--- config.mk ---
export PLATFORM = sky130hd
export DESIGN_NAME = sdram_cpu_arb
export DESIGN_NICKNAME = d
export VERILOG_FILES = /design/src/rtl/sdram_cpu_arb.sv
export SDC_FILE = /design/constraint.sdc
export NUM_CORES = 1
export LEC_CHECK = 0
export ABC_AREA = 0
export CORE_MARGIN = 4
export CORE_UTILIZATION = 54
export CTS_BUF_LIST = sky130_fd_sc_hd__clkbuf_2 sky130_fd_sc_hd__clkbuf_4 sky130_fd_sc_hd__clkbuf_8
export CTS_CLUSTER_SIZE = 20
export DETAILED_ROUTE_END_ITERATION = 6
export PLACE_DENSITY_LB_ADDON = 0.25
export SETUP_SLACK_MARGIN = 0.02
export SYNTH_ARGS = -nofsm -noshare
export SYNTH_HDL_FRONTEND = slang
export SYNTH_SLANG_ARGS = --single-unit
export TNS_END_PERCENT = 1
--- constraint.sdc ---
create_clock -name clk -period 14.89 [get_ports clk]
set_input_delay 2.978 -clock clk [delete_from_list [all_inputs] [get_ports clk]]
set_output_delay 2.978 -clock clk [all_outputs]
set_load 0.1 [all_outputs]
--- src/rtl/sdram_cpu_arb.sv ---
// Slot arbiter for the SDRAM CPU channel: CPU has absolute priority, loader and backup ports share idle slots round-robin.
// Optional slot statistics (stat_cpu/stat_bg/stat_idle, stat_clr) are built when SDRAM_ARB_STATS_EN is defined.
module sdram_cpu_arb #(
   parameter int STARVE_SLOTS = 64
`ifdef SDRAM_ARB_STATS_EN
   , parameter int CNT_W = 16
`endif
) (
   input  logic        clk,
   input  logic        reset,
   input  logic        clkref,
   input  logic        sdram_busy,
   input  logic        cpu_rd,
   input  logic        cpu_wr,
   input  logic [22:0] cpu_addr,
   input  logic [15:0] cpu_din,
   input  logic [1:0]  cpu_ds,
   input  logic        ld_req,
   input  logic        ld_we,
   input  logic [22:0] ld_addr,
   input  logic [15:0] ld_din,
   input  logic [1:0]  ld_ds,
   output logic        ld_busy,
   output logic        ld_ack,
   output logic [15:0] ld_dout,
   input  logic        bk_req,
   input  logic        bk_we,
   input  logic [22:0] bk_addr,
   input  logic [15:0] bk_din,
   input  logic [1:0]  bk_ds,
   output logic        bk_busy,
   output logic        bk_ack,
   output logic [15:0] bk_dout,
   output logic        ld_starve,
   output logic        bk_starve,
   output logic        mem_rd,
   output logic        mem_wr,
   output logic [22:0] mem_addr,
   output logic [15:0] mem_din,
   output logic [1:0]  mem_ds,
   output logic        mem_port,
   input  logic [15:0] mem_q1
`ifdef SDRAM_ARB_STATS_EN
   , input  logic             stat_clr
   , output logic [CNT_W-1:0] stat_cpu
   , output logic [CNT_W-1:0] stat_bg
   , output logic [CNT_W-1:0] stat_idle
`endif
);

   localparam int SW = $clog2(STARVE_SLOTS + 1);

   typedef enum logic [1:0] {SLOT_IDLE = 2'd0, SLOT_CPU = 2'd1, SLOT_LD = 2'd2, SLOT_BK = 2'd3} slot_t;

   slot_t slot_q, slot_d;
   logic  clkref_r, slot_edge, rr_bk, bsel;

   // index 0 = loader, index 1 = backup engine
   logic [1:0]    req, we_in, busy, we_q, ack, elig, done, grant;
   logic [22:0]   addr_in [2];
   logic [22:0]   addr_q  [2];
   logic [15:0]   din_in  [2];
   logic [15:0]   din_q   [2];
   logic [15:0]   dout_q  [2];
   logic [1:0]    ds_in   [2];
   logic [1:0]    ds_q    [2];
   logic [SW-1:0] wait_cnt [2];

   assign req        = {bk_req, ld_req};
   assign we_in      = {bk_we, ld_we};
   assign addr_in[0] = ld_addr;
   assign addr_in[1] = bk_addr;
   assign din_in[0]  = ld_din;
   assign din_in[1]  = bk_din;
   assign ds_in[0]   = ld_ds;
   assign ds_in[1]   = bk_ds;

   assign slot_edge = clkref & ~clkref_r;

   // A port whose slot is just completing is still busy but must not be re-granted this edge.
   assign elig[0] = busy[0] & (slot_q != SLOT_LD);
   assign elig[1] = busy[1] & (slot_q != SLOT_BK);
   assign done[0] = slot_edge & (slot_q == SLOT_LD);
   assign done[1] = slot_edge & (slot_q == SLOT_BK);
   assign grant[0] = slot_edge & (slot_d == SLOT_LD);
   assign grant[1] = slot_edge & (slot_d == SLOT_BK);

   always_comb begin
      slot_d = SLOT_IDLE;
      if (sdram_busy)
         slot_d = SLOT_IDLE;
      else if (cpu_rd || cpu_wr)
         slot_d = SLOT_CPU;
      else if (elig[0] && elig[1])
         slot_d = rr_bk ? SLOT_BK : SLOT_LD;
      else if (elig[0])
         slot_d = SLOT_LD;
      else if (elig[1])
         slot_d = SLOT_BK;
      bsel = (slot_d == SLOT_BK);
   end

   always_ff @(posedge clk or posedge reset) begin
      if (reset) begin
         clkref_r <= 1'b0;
         slot_q   <= SLOT_IDLE;
         rr_bk    <= 1'b0;
      end else begin
         clkref_r <= clkref;
         if (slot_edge) begin
            slot_q <= slot_d;
            if (slot_d == SLOT_LD) rr_bk <= 1'b1;
            if (slot_d == SLOT_BK) rr_bk <= 1'b0;
         end
      end
   end

   always_ff @(posedge clk or posedge reset) begin
      if (reset) begin
         mem_rd   <= 1'b0;
         mem_wr   <= 1'b0;
         mem_addr <= '0;
         mem_din  <= '0;
         mem_ds   <= '0;
         mem_port <= 1'b0;
      end else if (slot_edge) begin
         case (slot_d)
            SLOT_CPU: begin
               mem_rd   <= cpu_rd & ~cpu_wr;
               mem_wr   <= cpu_wr;
               mem_addr <= cpu_addr;
               mem_din  <= cpu_din;
               mem_ds   <= cpu_ds;
               mem_port <= 1'b0;
            end
            SLOT_LD, SLOT_BK: begin
               mem_rd   <= ~we_q[bsel];
               mem_wr   <= we_q[bsel];
               mem_addr <= addr_q[bsel];
               mem_din  <= din_q[bsel];
               mem_ds   <= ds_q[bsel];
               mem_port <= 1'b1;
            end
            default: begin
               mem_rd   <= 1'b0;
               mem_wr   <= 1'b0;
               mem_port <= 1'b0;
            end
         endcase
      end
   end

   always_ff @(posedge clk or posedge reset) begin
      if (reset) begin
         for (int i = 0; i < 2; i++) begin
            busy[i]     <= 1'b0;
            ack[i]      <= 1'b0;
            we_q[i]     <= 1'b0;
            addr_q[i]   <= '0;
            din_q[i]    <= '0;
            ds_q[i]     <= '0;
            dout_q[i]   <= '0;
            wait_cnt[i] <= '0;
         end
      end else begin
         for (int i = 0; i < 2; i++) begin
            ack[i] <= 1'b0;
            if (req[i] && !busy[i]) begin
               busy[i]   <= 1'b1;
               we_q[i]   <= we_in[i];
               addr_q[i] <= addr_in[i];
               din_q[i]  <= din_in[i];
               ds_q[i]   <= ds_in[i];
            end
            if (done[i]) begin
               ack[i]  <= 1'b1;
               busy[i] <= 1'b0;
               if (!we_q[i]) dout_q[i] <= mem_q1;
            end
            if (grant[i])
               wait_cnt[i] <= '0;
            else if (slot_edge && elig[i] && wait_cnt[i] != SW'(STARVE_SLOTS))
               wait_cnt[i] <= wait_cnt[i] + 1'b1;
         end
      end
   end

   assign ld_busy   = busy[0];
   assign bk_busy   = busy[1];
   assign ld_ack    = ack[0];
   assign bk_ack    = ack[1];
   assign ld_dout   = dout_q[0];
   assign bk_dout   = dout_q[1];
   assign ld_starve = (wait_cnt[0] >= SW'(STARVE_SLOTS));
   assign bk_starve = (wait_cnt[1] >= SW'(STARVE_SLOTS));

`ifdef SDRAM_ARB_STATS_EN
   always_ff @(posedge clk or posedge reset) begin
      if (reset) begin
         stat_cpu  <= '0;
         stat_bg   <= '0;
         stat_idle <= '0;
      end else if (stat_clr) begin
         stat_cpu  <= '0;
         stat_bg   <= '0;
         stat_idle <= '0;
      end else if (slot_edge) begin
         case (slot_d)
            SLOT_CPU:         if (stat_cpu != '1)  stat_cpu  <= stat_cpu + 1'b1;
            SLOT_LD, SLOT_BK: if (stat_bg != '1)   stat_bg   <= stat_bg + 1'b1;
            default:          if (stat_idle != '1) stat_idle <= stat_idle + 1'b1;
         endcase
      end
   end
`endif

endmodule
==> results of run 1 <==
## sequential cells by signal, summed over array words and instances, names as in the netlist, 2 cells and up
name and flops:
ack 2, addr_q 46, bk_dout 16, busy 2, din_q 32, ds_q 4, ld_dout 16, mem_addr 23
mem_din 16, mem_ds 2, slot_q 2, wait_cnt 14, we_q 2
## stage by stage
stage	worst slack (ns)	std cells	power (W)	util
2_1_floorplan	6.968	781	0.001284	-
3_3_place_gp	8.942	1165	0.001477	0.6991
3_5_place_dp	8.859	1165	0.001498	0.6991
4_1_cts	9.355	1197	0.001810	0.7222
5_1_grt	9.236	1200	0.001884	0.7227
6_report	9.333	1200	0.001798	0.7227
## cell type report
class | instances | area (µm²) | area share
antenna | 3 | 7.507 | 0.0006563
clock buffer | 20 | 269.0 | 0.02352
clock inverter | 12 | 97.59 | 0.008532
inverter | 50 | 192.7 | 0.01685
multi-input combinational | 476 | 3662 | 0.3202
sequential | 182 | 4554 | 0.3982
tap | 216 | 270.3 | 0.02363
timing repair buffer | 241 | 2385 | 0.2085
## per-layer routing
layer / up-vias / share of wire / GRT usage
met5: - / 0 / 0
met4: 0 / 0.030 / 0.09785
met3: 42 / 0.076 / 0.06855
met2: 296 / 0.49 / 0.4283
met1: 3464 / 0.41 / 0.3370
li1: 3240 / - / -
## logic make-up after synthesis
| logic type | count (synthesis) | share of synthesized area |
|---|---|---|
| xor+xnor | 5 | 0.005052 |
| compound gates | 116 | 0.1044 |
| simple gates | 234 | 0.1500 |
| mux | 117 | 0.1517 |
| flops | 182 | 0.5254 |
| fa+ha+maj | 4 | 0.005774 |
| buf+inv | 123 | 0.05774 |
## how the worst min path moves through the flow
stage                      startpoint                      to  depth (start not counted)
2_1_floorplan       rr_bk$_DFFE_PP0P_       rr_bk$_DFFE_PP0P_                          1
3_3_place_gp   ld_dout[6]$_DFFE_PP0P_  ld_dout[6]$_DFFE_PP0P_                          1
3_5_place_dp   ld_dout[5]$_DFFE_PP0P_  ld_dout[5]$_DFFE_PP0P_                          1
4_1_cts        ld_dout[5]$_DFFE_PP0P_  ld_dout[5]$_DFFE_PP0P_                          1
5_1_grt        ld_dout[2]$_DFFE_PP0P_  ld_dout[2]$_DFFE_PP0P_                          1
6_report       ld_dout[6]$_DFFE_PP0P_  ld_dout[6]$_DFFE_PP0P_                          1
## cell usage in the layout, fill, tap and decap left out, types with 3 or more instances in the layout
cell             count
clkbuf_8            19
nand2_1             96
o21ai_4              3
clkdlybuf4s50_1    230
o21ai_0              5
dfrtp_1            182
a21o_1               4
inv_1               48
nand3_1              5
diode_2              3
clkinvlp_4           5
mux2_1              10
xnor2_1              4
nor4_1               5
buf_4               11
clkinv_4             3
o31ai_1             43
mux2_2             105
nor3_1               3
nor2_1              17
or4_1               84
inv_6                3
a32oi_1             41
a21oi_1              7
ha_1                 4
## report_power, final
part	switching, W	leakage, nW	internal [W]	total, W
Combinational	0.000512	2.33	0.000241	0.000753
Clock	0.000182	0.173	0.000129	0.000311
Sequential	0.0000911	2.18	0.000642	0.000733
Total	0.000786	4.68	0.00101	0.00180
==> results.cfg, run 1 <==
[floorplan]
die_w_um = 134.7
dieArea_mm2 = 0.01814
pin_count = 231
start_util = 0.5477
die_h_um = 134.7
fp-row-count = 46
coreArea_mm2 = 0.01583

[synthesis]
yosys.area.top_type = dfrtp_1
synth_edf_count = 0
synthFlopType = dfrtp_1
synthesis.nets = 934
synth.area.top_cells = dfrtp_1 (53%), mux2_2 (14%), or4_1 (7.3%)
syn_inst = 781
synth_area_per_cell_um2 = 11.10
yosys_warnings = 0
synth_common_cells = dfrtp_1 (182), mux2_2 (105), nand2_1 (96)
yosysMostFrequentCell = dfrtp_1
ys_seq_area_frac = 0.5254
async_flop_share = 1.000
synth.cell_area_mm2 = 0.008668
synth.distinct_cells = 50
synth_top_area_frac = 0.5254
ys_ff_latch = 182

[detailed_routing]
drtIter0Drc = 380
avgViaCountPerCell = 5.868
vias = 7042
final_antenna_net_count = 0
avgRoutedWirePerCell_um = 19.56
firstDrtPassIters = 4
drc = 0
routed_wl_um = 23470

[worst_setup_path]
critPathLaunch = clkref
cp_max_fo = 47
cp_num_cells = 5
start_kind = primary input
reg2regPathDepth = 4
path_delay_family = simple AND/OR/NAND/NOR gates
critical_path.reg2reg.endpoint = wait_cnt[11]$_DFFE_PP0P_
reg2reg_from = clkref_r$_DFF_PP0_
cp.arrival_ns = 5.89
critPathSlowestCell = a2111o_2
rrSetupSlack_ns = 12.00
critPathCaptureType = flip-flop
path_cells = clkdlybuf4s50_1 -> or3b_2 -> a2111o_2 -> nor2_2 -> a21oi_1
cp.buffers_inverters = 1
critPathRequiredTime_ns = 15.22
critPathKind = primary input to flip-flop
endpoint = wait_cnt[11]$_DFFE_PP0P_
cpPeakStageDelay_ns = 0.96

[grt]
grt_pass1_vias = 7210
antenna_found_initial = 3
grt_max_degree = 97
gr-total-overflow = 0
grt.total_usage = 0.2617
grt_first_pass_wirelength_um = 37670

[worst_hold_path]
hp-class = flip-flop to flip-flop

[timing]
worst_clock_skew_ns = 0.01104
finalCriticalPeriod_ns = 5.557
hold_violations = 0
slew_violations = 0
relSlewSlack = 0.2108
hold_ws_ns = 0.4891
clock.fmax_mhz = 179.9
tns_ns = 0
min_period_over_period = 0.3732
grt_setup_unrepaired = false
report.final.setup_viol = 0
worst_slew_pin_slew_ns = 1.184

[run_status]
status = complete, no violations

[cts]
cts_htree_levels = 4
cts-root-buf = clkbuf_8
clkTransAtPathRegs_ns = 0.09
cts_buffers = 17
cts_setup_buffers = 0
clock-sinks = 182
cts_resized = 0
clkLatencyLatePin_ns = 0.46
cts_buffer_depth = 2
cts_hold_buf = 0
cts_tree = done

[final_layout]
area_delta_synth_final_pct = 31.96
drive_gt1_frac = 0.1682
fillers = 1169
final_area_mm2 = 0.01144
nets = 1121

[placed_design]
hpwl_um = 14930
place.gp.congestion = 0.8315
io_buffers = 230
placed_area_mm2 = 0.01106

[pwr]
ir_worst_vdd_mv = 0.1034
power_leakage_nw = 4.683
p_per_area_mw_per_mm2 = 157.2

[run]
maxCapViolCount = 0
No activity file was read; power rests on OpenSTA's default activity.
==> run 2: changes to the inputs <==
CORE_UTILIZATION = 50   (was 54)
clock period = 5.3 ns   (was 14.89 ns; I/O delays follow)
==> run 2 against run 1 <==
- power increased to 2.9 times the previous value
- combinational power increased to 2.8 times the previous value
- highest routed layer unchanged
- design area increased by 0.59%
- clock power increased to 3.2 times the previous value
- critical path depth unchanged
- critical path type unchanged
==> results.cfg, run 2 (synthesis gave the netlist of run 1 again) <==
[detailed_routing]
vias = 7029
avgViaCountPerCell = 5.848
firstDrtPassIters = 5
avgRoutedWirePerCell_um = 19.81
routed_wl_um = 23810
drtIter0Drc = 530
final_antenna_net_count = 0
drc = 0

[final_layout]
drive_gt1_frac = 0.1690
fillers = 1302
fin_cells = 1202
final_common_cell = clkdlybuf4s50_1
regMostFlops = addr_q
nets = 1122
final_cell_mix = clkdlybuf4s50_1 (230), dfrtp_1 (182), mux2_2 (105), nand2_1 (96), or4_1 (84)
area_delta_synth_final_pct = 32.74
largest_register_ffs = 46
reg_top3 = addr_q: 46 flops, din_q: 32 flops, mem_addr: 23 flops
diodes = 0

[timing]
worst_slew_pin_slew_ns = 1.207
report.final.setup_viol = 0
worst_clock_skew_ns = 0.01306
tns_ns = 0
finalCriticalPeriod_ns = 3.659
min_period_over_period = 0.6903
relSlewSlack = 0.1925
slew_violations = 0
grt_setup_unrepaired = false
hold_violations = 0
clock.fmax_mhz = 273.3

[pwr]
ir_worst_vdd_mv = 0.3432
p_per_area_mw_per_mm2 = 449.4
power_leakage_nw = 4.722

[grt]
grt_first_pass_wirelength_um = 38670
grt_pass1_vias = 7250
gr-total-overflow = 0
antenna_found_initial = 0
grt.total_usage = 0.2457
grt_max_degree = 94

[cts]
cts_resized = 0
cts_buffer_depth = 2
cts_setup_buffers = 0
cts_htree_levels = 4
cts-root-buf = clkbuf_8
clkTransAtPathRegs_ns = 0.08
cts_tree = done
cts_hold_buf = 0
cts_buffers = 17
clkLatencyLatePin_ns = 0.46
clock-sinks = 182

[placed_design]
hpwl_um = 15550
io_buffers = 230
dp_cells = 1170
place.gp.congestion = 0.8299

[worst_setup_path]
reg2reg_from = busy[1]$_DFFE_PP0P_
cp.arrival_ns = 3.99
critPathLaunch = clkref
start_kind = primary input
critPathRequiredTime_ns = 5.63
critPathCaptureType = flip-flop
cpPeakStageDelay_ns = 0.98
cp_max_fo = 47
path_cells = clkdlybuf4s50_1 -> or3b_2 -> a2111o_2 -> nor2_2 -> a21oi_1
critPathKind = primary input to flip-flop
critPathSlowestCell = a2111o_2

[run_status]
status = complete, no violations

[worst_hold_path]
min_from = ld_dout[5]$_DFFE_PP0P_
hp-class = flip-flop to flip-flop

[floorplan]
start_util = 0.5172
fp-row-count = 47
die_w_um = 139.7
coreArea_mm2 = 0.01676
die_h_um = 139.7
dieArea_mm2 = 0.01951
pin_count = 231

[run]
maxCapViolCount = 0
## run 2: changes by cell type in the layout (fill, tap and decap cells not counted), sizes merged
cell / change
buf: +1
bufinv: +2
clkbuf: +6
clkinv: -3
clkinvlp: -1
diode: -3
inv: -4
## run 2: cell type report
| type | count | area (µm²) | area share |
|---|---|---|---|
| tap | 220 | 275.3 | 0.02392 |
| multi-input combinational | 476 | 3662 | 0.3183 |
| clock inverter | 6 | 91.34 | 0.007938 |
| sequential | 182 | 4554 | 0.3958 |
| inverter | 50 | 191.4 | 0.01664 |
| clock buffer | 26 | 326.6 | 0.02838 |
| timing repair buffer | 242 | 2405 | 0.2090 |
## run 2: report_power, final
part,internal (W),switching [W]
logic,0.000680,0.00144
registers,0.00180,0.000264
clock network,0.000497,0.000489
## run 2: worst paths after layout
| path | cells after the start | slack [ns] | to |
|---|---|---|---|
| max in group asynchronous | 3 | 3.27 | clkref_r$_DFF_PP0_ |
| setup / recovery | 5 | 1.64 | wait_cnt[7]$_DFFE_PP0P_ |
| min in group asynchronous | 2 | 1.09 | addr_q[33]$_DFFE_PP0P_ |
| setup reg to reg | 5 | 2.40 | mem_addr[10]$_DFFE_PP0P_ |
| hold / removal | 1 | 0.49 | ld_dout[5]$_DFFE_PP0P_ |
| hold reg to reg | 1 | 0.49 | ld_dout[5]$_DFFE_PP0P_ |
## run 2: stage by stage
step | hold slack [ns] | setup slack [ns] | power, W | utilization | instance area (µm²)
final | 0.4943 | 1.641 | 0.005171 | 0.6865 | 11510
after detailed placement | 0.4765 | 1.214 | 0.004211 | 0.6616 | 11090
after CTS | 0.4960 | 1.685 | 0.005200 | 0.6865 | 11510
after global placement | 0.4677 | 1.230 | 0.004159 | 0.6616 | 11090
after global routing | 0.5194 | 1.531 | 0.005414 | 0.6865 | 11510
after floorplan | 0.4720 | 1.903 | 0.003609 | - | 8672
## run 2: layer usage
layer,vias to the layer above,global-route usage,part of all wire
met3,52,0.06621,0.068
met5,-,0,0
met4,0,0.09128,0.028
met1,3472,0.3222,0.42
li1,3238,-,-
met2,267,0.3944,0.48
## run 2: critical path: cells and delay by family
family / cells / cell delay [ns]
and+or+nand+nor: 2 / 1.29
AOI/OAI and AO/OA: 2 / 1.06
buffers and inverters: 1 / 0.57
==> run 3: changes to the inputs <==
clock period = 3.65 ns   (was 5.3 ns; I/O delays follow)
==> run 3 against run 2 <==
- via count about the same
- critical path depth down 4
- worst setup slack worse by 0.73 ns
- global-route usage down 0.53 points
- die area unchanged
- flip-flop and latch count unchanged
- wire length down 2.3%
- core utilization up 0.060 points
- clock power up 29%
- power up 42%
- highest routed layer unchanged
==> results.cfg, run 3 (synthesis gave the netlist of run 1 again) <==
[timing]
finalCriticalPeriod_ns = 2.743
tns_ns = 0
final.setup.worst_slack_ns = 0.9075
relSlewSlack = 0.1498
report.final.setup_viol = 0
clock.fmax_mhz = 364.6
slew_violations = 0
worst_slew_pin_slew_ns = 1.271
min_period_over_period = 0.7514
grt_setup_unrepaired = false
worst_clock_skew_ns = 0.01164
hold_violations = 0

[worst_setup_path]
rrSetupSlack_ns = 1.03
critPathCaptureType = primary output
path_cells = clkdlybuf4s50_1
path_delay_family = buffers and inverters
critPathRequiredTime_ns = 2.92
cp_max_fo = 2
critPathKind = flip-flop to primary output
start_kind = flip-flop
cp.arrival_ns = 2.01
cp.buffers_inverters = 1
cpPeakStageDelay_ns = 1.16
critPathSlowestCell = clkdlybuf4s50_1

[detailed_routing]
vias = 7028
drc = 0
firstDrtPassIters = 7
avgRoutedWirePerCell_um = 19.31
drtIter0Drc = 438
final_antenna_net_count = 0
routed_wl_um = 23270
avgViaCountPerCell = 5.832

[run_status]
status = complete, no violations

[placed_design]
dp_cells = 1174
hpwl_um = 15240
io_buffers = 230
placed_area_mm2 = 0.01116
place.gp.congestion = 0.7694
dpl_worst_slack_ns = 0.6138

[floorplan]
die_h_um = 139.7
die_w_um = 139.7
start_util = 0.5172
coreArea_mm2 = 0.01676
dieArea_mm2 = 0.01951
pin_count = 231
fp-row-count = 47

[pwr]
comb_power_share = 0.420
clockPowerShare = 0.173
p_sw_frac = 0.4329
ir_worst_vdd_mv = 0.4738
p_int_w = 0.004162
power_switching_w = 0.003177
p_per_area_mw_per_mm2 = 637.2
seqPwrFrac = 0.407
power_leakage_nw = 4.721

[final_layout]
fillers = 1307
final_cell_mix = clkdlybuf4s50_1 (227), dfrtp_1 (182), mux2_2 (105), nand2_1 (96), or4_1 (84)
final_area_mm2 = 0.01152
drive_gt1_frac = 0.1738
area_delta_synth_final_pct = 32.85
regMostFlops = addr_q
fin_cells = 1205
multi_input_area_mm2 = 0.003662
ff_latch_area_mm2 = 0.004554
nets = 1126
reg_top3 = addr_q: 46 flops, din_q: 32 flops, mem_addr: 23 flops
largest_register_ffs = 46
final_common_cell = clkdlybuf4s50_1

[run]
maxCapViolCount = 0

[cts]
clkTransAtPathRegs_ns = 0.09
cts_hold_buf = 0
cts-root-buf = clkbuf_8
cts_setup_buffers = 0
cts_buffer_depth = 2
clock-sinks = 182
cts_htree_levels = 4
clkLatencyLatePin_ns = 0.45
cts_buffers = 17
cts_tree = done
cts_resized = 0

[worst_hold_path]
hp-class = flip-flop to flip-flop

[grt]
antenna_found_initial = 1
grt_pass1_vias = 7134
grt.total_usage = 0.2405
gr-total-overflow = 0
grt_max_degree = 93
grt_first_pass_wirelength_um = 37770
==> run 3: changes by cell type in the layout (fill, tap and decap cells not counted), sizes merged, moves of 2 or more <==
cell	change
buf	+7
clkbuf	-7
clkdlybuf4s50	-3
clkinv	+2
clkinvlp	+2
inv	+2
==> run 3: power groups by stage <==
stage	logic, W	clock network (W)	registers, W
floorplan	0.000826	0	0.00441
global placement	0.00305	0	0.00300
detailed placement	0.00309	0	0.00302
CTS	0.00310	0.00130	0.00298
global route	0.00324	0.00139	0.00306
finish	0.00308	0.00127	0.00298
==> run 3: metal layers <==
metal | vias up | share of wire | track usage | routed length (µm)
met3 | 38 | 0.072 | 0.05832 | 1687
met2 | 297 | 0.49 | 0.3934 | 11370
met4 | 0 | 0.026 | 0.08465 | 615
met1 | 3435 | 0.41 | 0.3150 | 9595
met5 | - | 0 | 0 | 0
li1 | 3258 | - | - | -
==> run 3: area by class of cell <==
cell class | count | area share
antenna | 1 | 0.0002173
clock buffer | 19 | 0.02162
clock inverter | 11 | 0.009018
inverter | 50 | 0.01662
multi-input combinational | 476 | 0.3180
sequential | 182 | 0.3955
tap | 220 | 0.02390
timing repair buffer | 246 | 0.2151
==> run 3: path summary, 6_finish.rpt <==
kind                                         start                  endpoint  cells after the start
hold / removal              ld_dout[2]$_DFFE_PP0P_    ld_dout[2]$_DFFE_PP0P_                      1
max in group asynchronous                    reset  wait_cnt[13]$_DFFE_PP0P_                      3
setup reg to reg               busy[1]$_DFFE_PP0P_  mem_addr[10]$_DFFE_PP0P_                      5
min in group asynchronous                    reset    addr_q[13]$_DFFE_PP0P_                      3
setup / recovery           mem_addr[2]$_DFFE_PP0P_               mem_addr[2]                      1
hold reg to reg             ld_dout[2]$_DFFE_PP0P_    ld_dout[2]$_DFFE_PP0P_                      1
==> run 3: metrics by stage <==
step / total power (W) / hold slack [ns] / util
4_1_cts: 0.007378 / 0.4962 / 0.6870
2_1_floorplan: 0.005240 / 0.4720 / -
5_1_grt: 0.007690 / 0.5204 / 0.6871
3_3_place_gp: 0.006046 / 0.4664 / 0.6659
3_5_place_dp: 0.006115 / 0.4751 / 0.6659
6_report: 0.007338 / 0.4917 / 0.6871
